### src/rtl/single_stage_pipeline_reg.sv
// Single-stage registered valid/ready slice used as a timing break between producer and consumer.
// Define PIPE_BUBBLE_FILL_EN to let an empty stage accept a word while the consumer is stalled.
module single_stage_pipeline_reg #(
  parameter int WIDTH = 32
) (
  input  logic             clk,
  input  logic             resetn,
  input  logic             in_valid,
  output logic             in_ready,
  input  logic [WIDTH-1:0] in_data,
  output logic             out_valid,
  input  logic             out_ready,
  output logic [WIDTH-1:0] out_data
);

  logic             out_valid_q;
  logic             out_valid_d;
  logic [WIDTH-1:0] out_data_q;
  logic [WIDTH-1:0] out_data_d;
  logic             advance;

`ifdef PIPE_BUBBLE_FILL_EN
  // An empty stage may fill regardless of downstream, collapsing bubbles.
  assign in_ready = out_ready | ~out_valid_q;
`else
  assign in_ready = out_ready;
`endif

  assign advance = in_ready;

  always_comb begin
    out_valid_d = out_valid_q;
    out_data_d  = out_data_q;
    if (advance) begin
      out_valid_d = in_valid;
      // Data only moves with a valid word so idle in_data never reaches the output.
      if (in_valid) begin
        out_data_d = in_data;
      end
    end
  end

  always_ff @(posedge clk or negedge resetn) begin
    if (!resetn) begin
      out_valid_q <= 1'b0;
      out_data_q  <= '0;
    end else begin
      out_valid_q <= out_valid_d;
      out_data_q  <= out_data_d;
    end
  end

  assign out_valid = out_valid_q;
  assign out_data  = out_data_q;

endmodule

### config.mk
export PLATFORM = sky130hd
export DESIGN_NAME = single_stage_pipeline_reg
export DESIGN_NICKNAME = d
export VERILOG_FILES = /design/src/rtl/single_stage_pipeline_reg.sv
export SDC_FILE = /design/constraint.sdc
export NUM_CORES = 1
export LEC_CHECK = 0
export CAP_MARGIN = 20
export CORE_MARGIN = 2
export CORE_UTILIZATION = 30
export CTS_CLUSTER_DIAMETER = 60
export CTS_CLUSTER_SIZE = 30
export DETAILED_ROUTE_END_ITERATION = 8
export GPL_ROUTABILITY_DRIVEN = 0
export MAX_ROUTING_LAYER = met4
export PLACE_DENSITY = 0.67
export SETUP_SLACK_MARGIN = 0.2
export SLEW_MARGIN = 40
export SYNTH_ARGS = -nofsm -noshare
export SYNTH_HDL_FRONTEND = slang
export SYNTH_SLANG_ARGS = --single-unit
### constraint.sdc
create_clock -name clk -period 0.8 [get_ports clk]
set_input_delay 0.24 -clock clk [delete_from_list [all_inputs] [get_ports clk]]
set_output_delay 0.24 -clock clk [all_outputs]
set_load 0.02 [all_outputs]
# Word-level counts from Yosys, hierarchy flattened
# Index checks and enable logic that the tools add are counted.
[classes]
n_reduce_logical = 1
[ops]
columns = ["operator", "count"]
rows = [
  ["2-bit AND reduction", 1],
]
[word_totals]
wordCells = 3
reg_bits = 33
input_bits = 36

# Logic depth before layout (Yosys ltp)
# Gate-level depths: netlist of run 1.
[logic_depth]
ltp_word = 1
mapped_depth = 3
ltp_nobuf = 2

# Least setup slack after synthesis of run 1
# No wires, ideal clock.
[synth_timing]
path_kind = "input to register"
startpoint = "input port in_valid"
endpoint = "register out_data_q[0] (netlist: out_data[0])"
arrival_time_ns = 0.837
setup_ns = 0.125
n_path_buf = 1
t_required_ns = 0.675
setup_slack_ns = -0.162
path_stages = 3
path_cell_list = "nand2_2 buf_6 mux2_4"
[synth_via]
elab_chain_len = 1
[synth_lines]
columns = ["item", "line_no", "source"]
rows = [
  ["start, declared", "8", "input logic in_valid,"],
  ["2-bit AND reduction (no source line)", "--", ""],
  ["end signal, assigned", "49", "out_data_q <= out_data_d;"],
  ["end, declared", "18", "logic [WIDTH-1:0] out_data_q;"],
]
# No other way between the ends.
# A chain may end at the register's enable or synchronous reset.

# Worst setup path in the final report of run 1
[layout_timing]
startpoint = "register out_data_q[29] (netlist: out_data[29])"
endpoint = "output port out_data[29]"
[layout_rtl]
columns = ["item", "line_no", "source"]
rows = [
  ["end, declared", "13", "output logic [WIDTH-1:0] out_data"],
]
# No word-level cell between the ends.

==> results.ini, run 1 <==
[clock_network]
cts_tree = done
clock_sinks = 33
cts_buffer_depth = 2
root_buffer = clkbuf_8
cts_buffers = 5
cts.clk_slew.worst_paths_ns = 0.07
htree_levels = 2
clk_latency_ns = 0.27

[synthesis]
yosys.area.top_type = dfrtp_1
synth-simple-area-share = 0.00463
syn_nets = 108
synthMuxAreaShare = 0.347
synth_cell_types = 8
synth_xor_area_frac = 0
synth_top_area_share = 0.611
synth_area_mm2 = 0.00135
synth_compound_area_frac = 0.00370
synthAdderAreaFrac = 0
syn_inst = 72
syn_avg_cell_area_um2 = 18.8
synth_top_family_by_area = multiplexers
ys_seq_elements = 33
ys_top_cells_by_area = dfrtp_1, mux2_4, buf_6, mux2_2, buf_4
ys_seq_area_frac = 0.611
ys_warn_count = 0

[critical_path]
cp.required_ns = 0.56
critPathBufInv = 1
crit_arrival_ns = 0.84
cpPeakStageDelay_ns = 0.42
cp_cell_sequence = buf_6
cp-start-kind = flip-flop
critPathSlowestCell = dfrtp_1
crit_path_max_fanout = 2
crit_path_end_kind = primary output
path_class = reg2out
crit_family = flip-flops

[min_path]
hold_path_class = in2reg

[sta]
clock_skew_ns = 0
rsz0062_at_grt = true
hold_ws_ns = 0.292
hold_violations = 0
tightest_slew_ns = 0.184
fin_crit_sh = 1.35
fmax_ghz = 0.927
setup_viol = 50
drv_slew = 0
setup_ws_ns = -0.279
slew_headroom = 0.877
period_needed_ns = 1.08
setup_tns_ns = -10.40

[floorplan]
start_util = 0.310
die_area_mm2 = 0.00506
die_h_um = 71.1
coreArea_mm2 = 0.00435
rows = 24
die_w_um = 71.1
io_pins = 70

[drt]
route.detailed.drc = 0
firstDrtPassIters = 3
wl_per_cell_um = 16.7
drtIter0Drc = 38
vias = 984
viasPerCell = 4.39
finalWirelength_um = 3740
antenna_left = 0

[global_routing]
grt_pass1_vias = 1086
grt_pass1_wl_um = 5690
grt-ovfl-total = 0
use_met1 = 0.175
gr-usage-met2 = 0.258
grt_max_degree = 34
grtUsageTotal = 0.156
use_met3 = 0.0427
busiest_layer = met2
antenna_found_initial = 0

[placement]
dpl.hpwl_um = 2230
port_buffers = 69
preCtsSetupSlack_ns = -0.809

[status]
failed_checks = setup timing
outcome = finished with violations

[layout]
drive_above_1_share = 0.669
area_growth_pct = 92.5
num_antenna_cells = 0
nNetsFinal = 207
fillers = 318

[power]
power.density_mw_per_mm2 = 2180
ir_drop_uv = 1410
p_leak_nw = 1.24

[run]
maxCapViolCount = 0

-- flip-flops by register name, indices dropped and copies added, names as in the netlist --
register	cells
out_valid	1
out_data	32
-- layer usage --
| layer | wire (µm) | part of all wire |
|---|---|---|
| met3 | 158 | 0.042 |
| met4 | 74 | 0.020 |
| met5 | 0 | 0 |
| met1 | 1480 | 0.40 |
| met2 | 2030 | 0.54 |
-- metrics by stage --
| stage | area, µm² | std cells | power, mW | util |
|---|---|---|---|---|
| after global routing | 2600 | 224 | 5.93 | 0.597 |
| after floorplan | 1390 | 72 | 2.82 | - |
| after CTS | 2470 | 215 | 5.53 | 0.567 |
| after detailed placement | 2150 | 195 | 3.64 | 0.494 |
| after global placement | 2150 | 195 | 3.61 | 0.494 |
| final | 2600 | 224 | 5.68 | 0.597 |
-- layout by cell type, fill, tap and decap left out --
cell type        netlist  routed
bufinv_16              0       1
nand2_8                0       4
clkbuf_1               0       1
dfrtp_2                0      10
mux2_4                29      32
o21ai_2                0       1
nand2_4                0       1
dfrtp_1               33      23
clkbuf_8               0       6
inv_2                  0       1
buf_6                  3      51
buf_4                  1       5
clkdlybuf4s50_1        0      33
buf_12                 0       2
buf_8                  0       1
-- final cells by class --
cell class                      count  area [µm²]  share of cell area
Tap cell                           52        65.1              0.0250
Clock buffer                        7        86.3              0.0332
Multi-Input combinational cell     38         581               0.223
Clock inverter                      1        30.0              0.0115
Sequential cell                    33         838               0.322
Inverter                            1        3.75             0.00144
Timing Repair Buffer               92         997               0.383
-- worst min-delay path, cell delays in order --
cell and delay [ns]:
buf_8 0.08, buf_12 0.15, o21ai_2 0.07
-- cells by family after synthesis --
| family | count (synthesis) |
|---|---|
| muxes | 32 |
| and+or+nand+nor | 1 |
| buffers and inverters | 5 |
| DFF | 33 |
| AOI/OAI and AO/OA | 1 |
-- cell usage after synthesis, drive strengths merged --
master / number
buf: 4
mux2: 32
nand2: 1
o21ai: 1
inv: 1
dfrtp: 33
-- report_power, final --
group	total (mW)	internal [mW]	switching, mW
sequential	2.14	1.93	0.208
combinational	1.94	1.23	0.703
clock	1.61	1.02	0.592
total	5.68	4.18	1.50
-- final timing paths --
kind / from / end / slack (ns) / depth (start not counted)
worst max register to register: out_data[10] / out_data[10] / -0.19 / 3
worst max-delay path: out_data[29] / out_data[29] / -0.28 / 1
worst min register to register: out_data[24] / out_data[24] / 0.53 / 1
max in group asynchronous: resetn / out_data[28] / 0.29 / 2
worst min-delay path: out_ready / out_valid / 0.29 / 3
min in group asynchronous: resetn / out_data[12] / 0.32 / 2
-- timing repair --
action | 4_1_cts | 5_1_grt
pin swaps | 1 | 0
buffers inserted | 8 | 9
endpoints found under the setup margin | 67 | 67
gates cloned | 4 | 0
hold buffers | 0 | 0
resized for setup | 227 | 17
No activity file was read; power rests on OpenSTA's default activity.
==> run 2: changes to the inputs <==
--- a/config.mk
+++ b/config.mk
@@ -12,6 +12,7 @@
 export CTS_CLUSTER_SIZE = 30
 export DETAILED_ROUTE_END_ITERATION = 8
 export GPL_ROUTABILITY_DRIVEN = 0
+export GPL_TIMING_DRIVEN = 0
 export MAX_ROUTING_LAYER = met4
 export PLACE_DENSITY = 0.67
 export SETUP_SLACK_MARGIN = 0.2
==> run 2 against run 1 <==
  * The flow finishes with violations (hold timing, setup timing)
  * Fmax grew 0.78%
  * Count of clock-buffer cells in the layout grew 1
  * Critical endpoint is now out_data[7]
  * Clock power shrank 21%
  * Cell area shrank 0.87%
  * Sequential share of layout area grew 0.28 points
  * Register-to-register slack is essentially flat
==> results.ini, run 2 (synthesis gave the netlist of run 1 again) <==
[status]
outcome = finished with violations
failed_checks = hold timing, setup timing

[clock_network]
cts_buffer_depth = 2  ; unchanged
root_buffer = clkbuf_8
clock_sinks = 33  ; unchanged
htree_levels = 2  ; unchanged
cts_tree = done
cts_buffers = 5  ; unchanged
clk_latency_ns = 0.28  ; about the same
cts.clk_slew.worst_paths_ns = 0.07  ; about the same

[floorplan]
coreArea_mm2 = 0.00435  ; unchanged
start_util = 0.310  ; unchanged
die_h_um = 71.1  ; unchanged
die_w_um = 71.1  ; unchanged
die_area_mm2 = 0.00506  ; unchanged
io_pins = 70  ; unchanged
rows = 24  ; unchanged

[critical_path]
rr_worst_depth = 3  ; unchanged
crit_path_end_kind = primary output
cpPeakStageDelay_ns = 0.41  ; about the same
rr_endpoint = out_data[16]
cp.required_ns = 0.56  ; about the same
rrSetupSlack_ns = -0.19  ; about the same
crit_arrival_ns = 0.83  ; about the same
critPathBufInv = 1  ; unchanged
crit_family = flip-flops
r2r_start = out_data[16]
critPathSlowestCell = dfrtp_1
path_class = reg2out
cp_cell_sequence = buf_6
crit_path_max_fanout = 2  ; unchanged
cp-start-kind = flip-flop

[power]
p_total_mw = 5.27  ; -7.2%
p_leak_nw = 1.24  ; +0.15%
power.density_mw_per_mm2 = 2050  ; -6.3%
ir_drop_uv = 849  ; -40%

[placement]
port_buffers = 69  ; unchanged
preCtsSetupSlack_ns = -1.06  ; -0.248 ns
dp_cells = 194  ; -0.51%
dpl.hpwl_um = 2310  ; +3.5%

[layout]
area_growth_pct = 90.8
finalNonFillerCells = 222  ; -0.89%
drive_above_1_share = 0.653  ; -0.0157
num_antenna_cells = 0  ; unchanged
multiInputGateArea_um2 = 502  ; -14%
final_cell_mix = buf_6, clkdlybuf4s50_1, mux2_4
register_area_um2 = 838  ; unchanged
nNetsFinal = 205  ; -0.97%
fillers = 330  ; +3.8%
final_common_cell = buf_6
largest_register_ffs = 32  ; unchanged

[drt]
viasPerCell = 4.40  ; +0.18%
route.detailed.drc = 0  ; unchanged
drtIter0Drc = 36  ; -5.3%
vias = 977  ; -0.71%
antenna_left = 0  ; unchanged
firstDrtPassIters = 4  ; +1
wl_per_cell_um = 15.4  ; -7.8%
finalWirelength_um = 3420  ; -8.6%

[sta]
period_needed_ns = 1.07  ; -0.00833 ns
setup_viol = 48  ; -4.0%
fmax_ghz = 0.934  ; +0.78%
setup_tns_ns = -9.86  ; +0.532 ns
setup_ws_ns = -0.270  ; +0.00833 ns
tightest_slew_ns = 0.424  ; +0.241 ns
fin_crit_sh = 1.34  ; -0.0104
rsz0062_at_grt = true
hold_ws_ns = -0.110  ; -0.402 ns
clock_skew_ns = 0  ; unchanged
slew_headroom = 0.717  ; -0.160
hold_violations = 15  ; +15
drv_slew = 0  ; unchanged

[global_routing]
grt_pass1_wl_um = 5230  ; -8.1%
grt-ovfl-total = 0  ; unchanged
grt_pass1_vias = 1049  ; -3.4%
antenna_found_initial = 0  ; unchanged
grtUsageTotal = 0.143  ; -0.0137
grt_max_degree = 19  ; -44%

[min_path]
hold_path_class = in2async

[run]
maxCapViolCount = 0  ; unchanged

run 2: changes by cell type in the layout (fill, tap and decap cells not counted), sizes merged:
cell / previous run / this run
clkbuf: 7 / 8
nand2: 5 / 1
bufinv: 1 / 0
clkdlybuf4s50: 33 / 32
buf: 59 / 62
run 2: timing repair:
item,CTS,global route
setup buffers,9,9
endpoints found under the setup margin,67,67
endpoints found under the hold margin,15,15
cloned,2,0
pin swaps,1,1
resized for setup,227,11
run 2: how the worst max path moves through the flow:
| stage | from | end | slack (ns) | depth (start not counted) |
|---|---|---|---|---|
| floorplan | in_valid | out_data[0] | -0.08 | 3 |
| global placement | resetn | out_data[28] | -1.22 | 1 |
| detailed placement | out_ready | in_ready | -1.06 | 3 |
| CTS | out_data[8] | out_data[8] | -0.28 | 1 |
| global route | out_data[18] | out_data[18] | -0.31 | 1 |
| finish | out_data[7] | out_data[7] | -0.27 | 1 |
run 2: area by class of cell:
type,count,share of cell area
sequential,33,0.325
multi-input combinational,34,0.195
timing repair buffer,90,0.391
tap,52,0.0252
buffer,4,0.0277
inverter,1,0.00146
clock buffer,8,0.0349
run 2: metal layers:
| metal | track usage | wire [µm] | vias up |
|---|---|---|---|
| met5 | - | 0 | - |
| met4 | 0.0503 | 46 | 0 |
| met3 | 0.0513 | 173 | 6 |
| met2 | 0.240 | 1930 | 34 |
| met1 | 0.156 | 1260 | 496 |
| li1 | - | - | 441 |
run 2: where the power goes:
| part | leakage (nW) | internal [mW] | switching [mW] |
|---|---|---|---|
| Combinational | 0.821 | 1.22 | 0.665 |
| Clock | 0.0455 | 0.701 | 0.564 |
| Sequential | 0.377 | 1.93 | 0.198 |
| Total | 1.24 | 3.85 | 1.43 |
run 2: metrics by stage:
stage / hold slack, ns / instance area (µm²) / utilization
after global placement: 0.490 / 2150 / 0.493
final: -0.110 / 2580 / 0.592
after CTS: -0.108 / 2470 / 0.567
after detailed placement: 0.203 / 2170 / 0.499
after floorplan: -0.0556 / 1390 / -
after global routing: -0.0943 / 2580 / 0.592
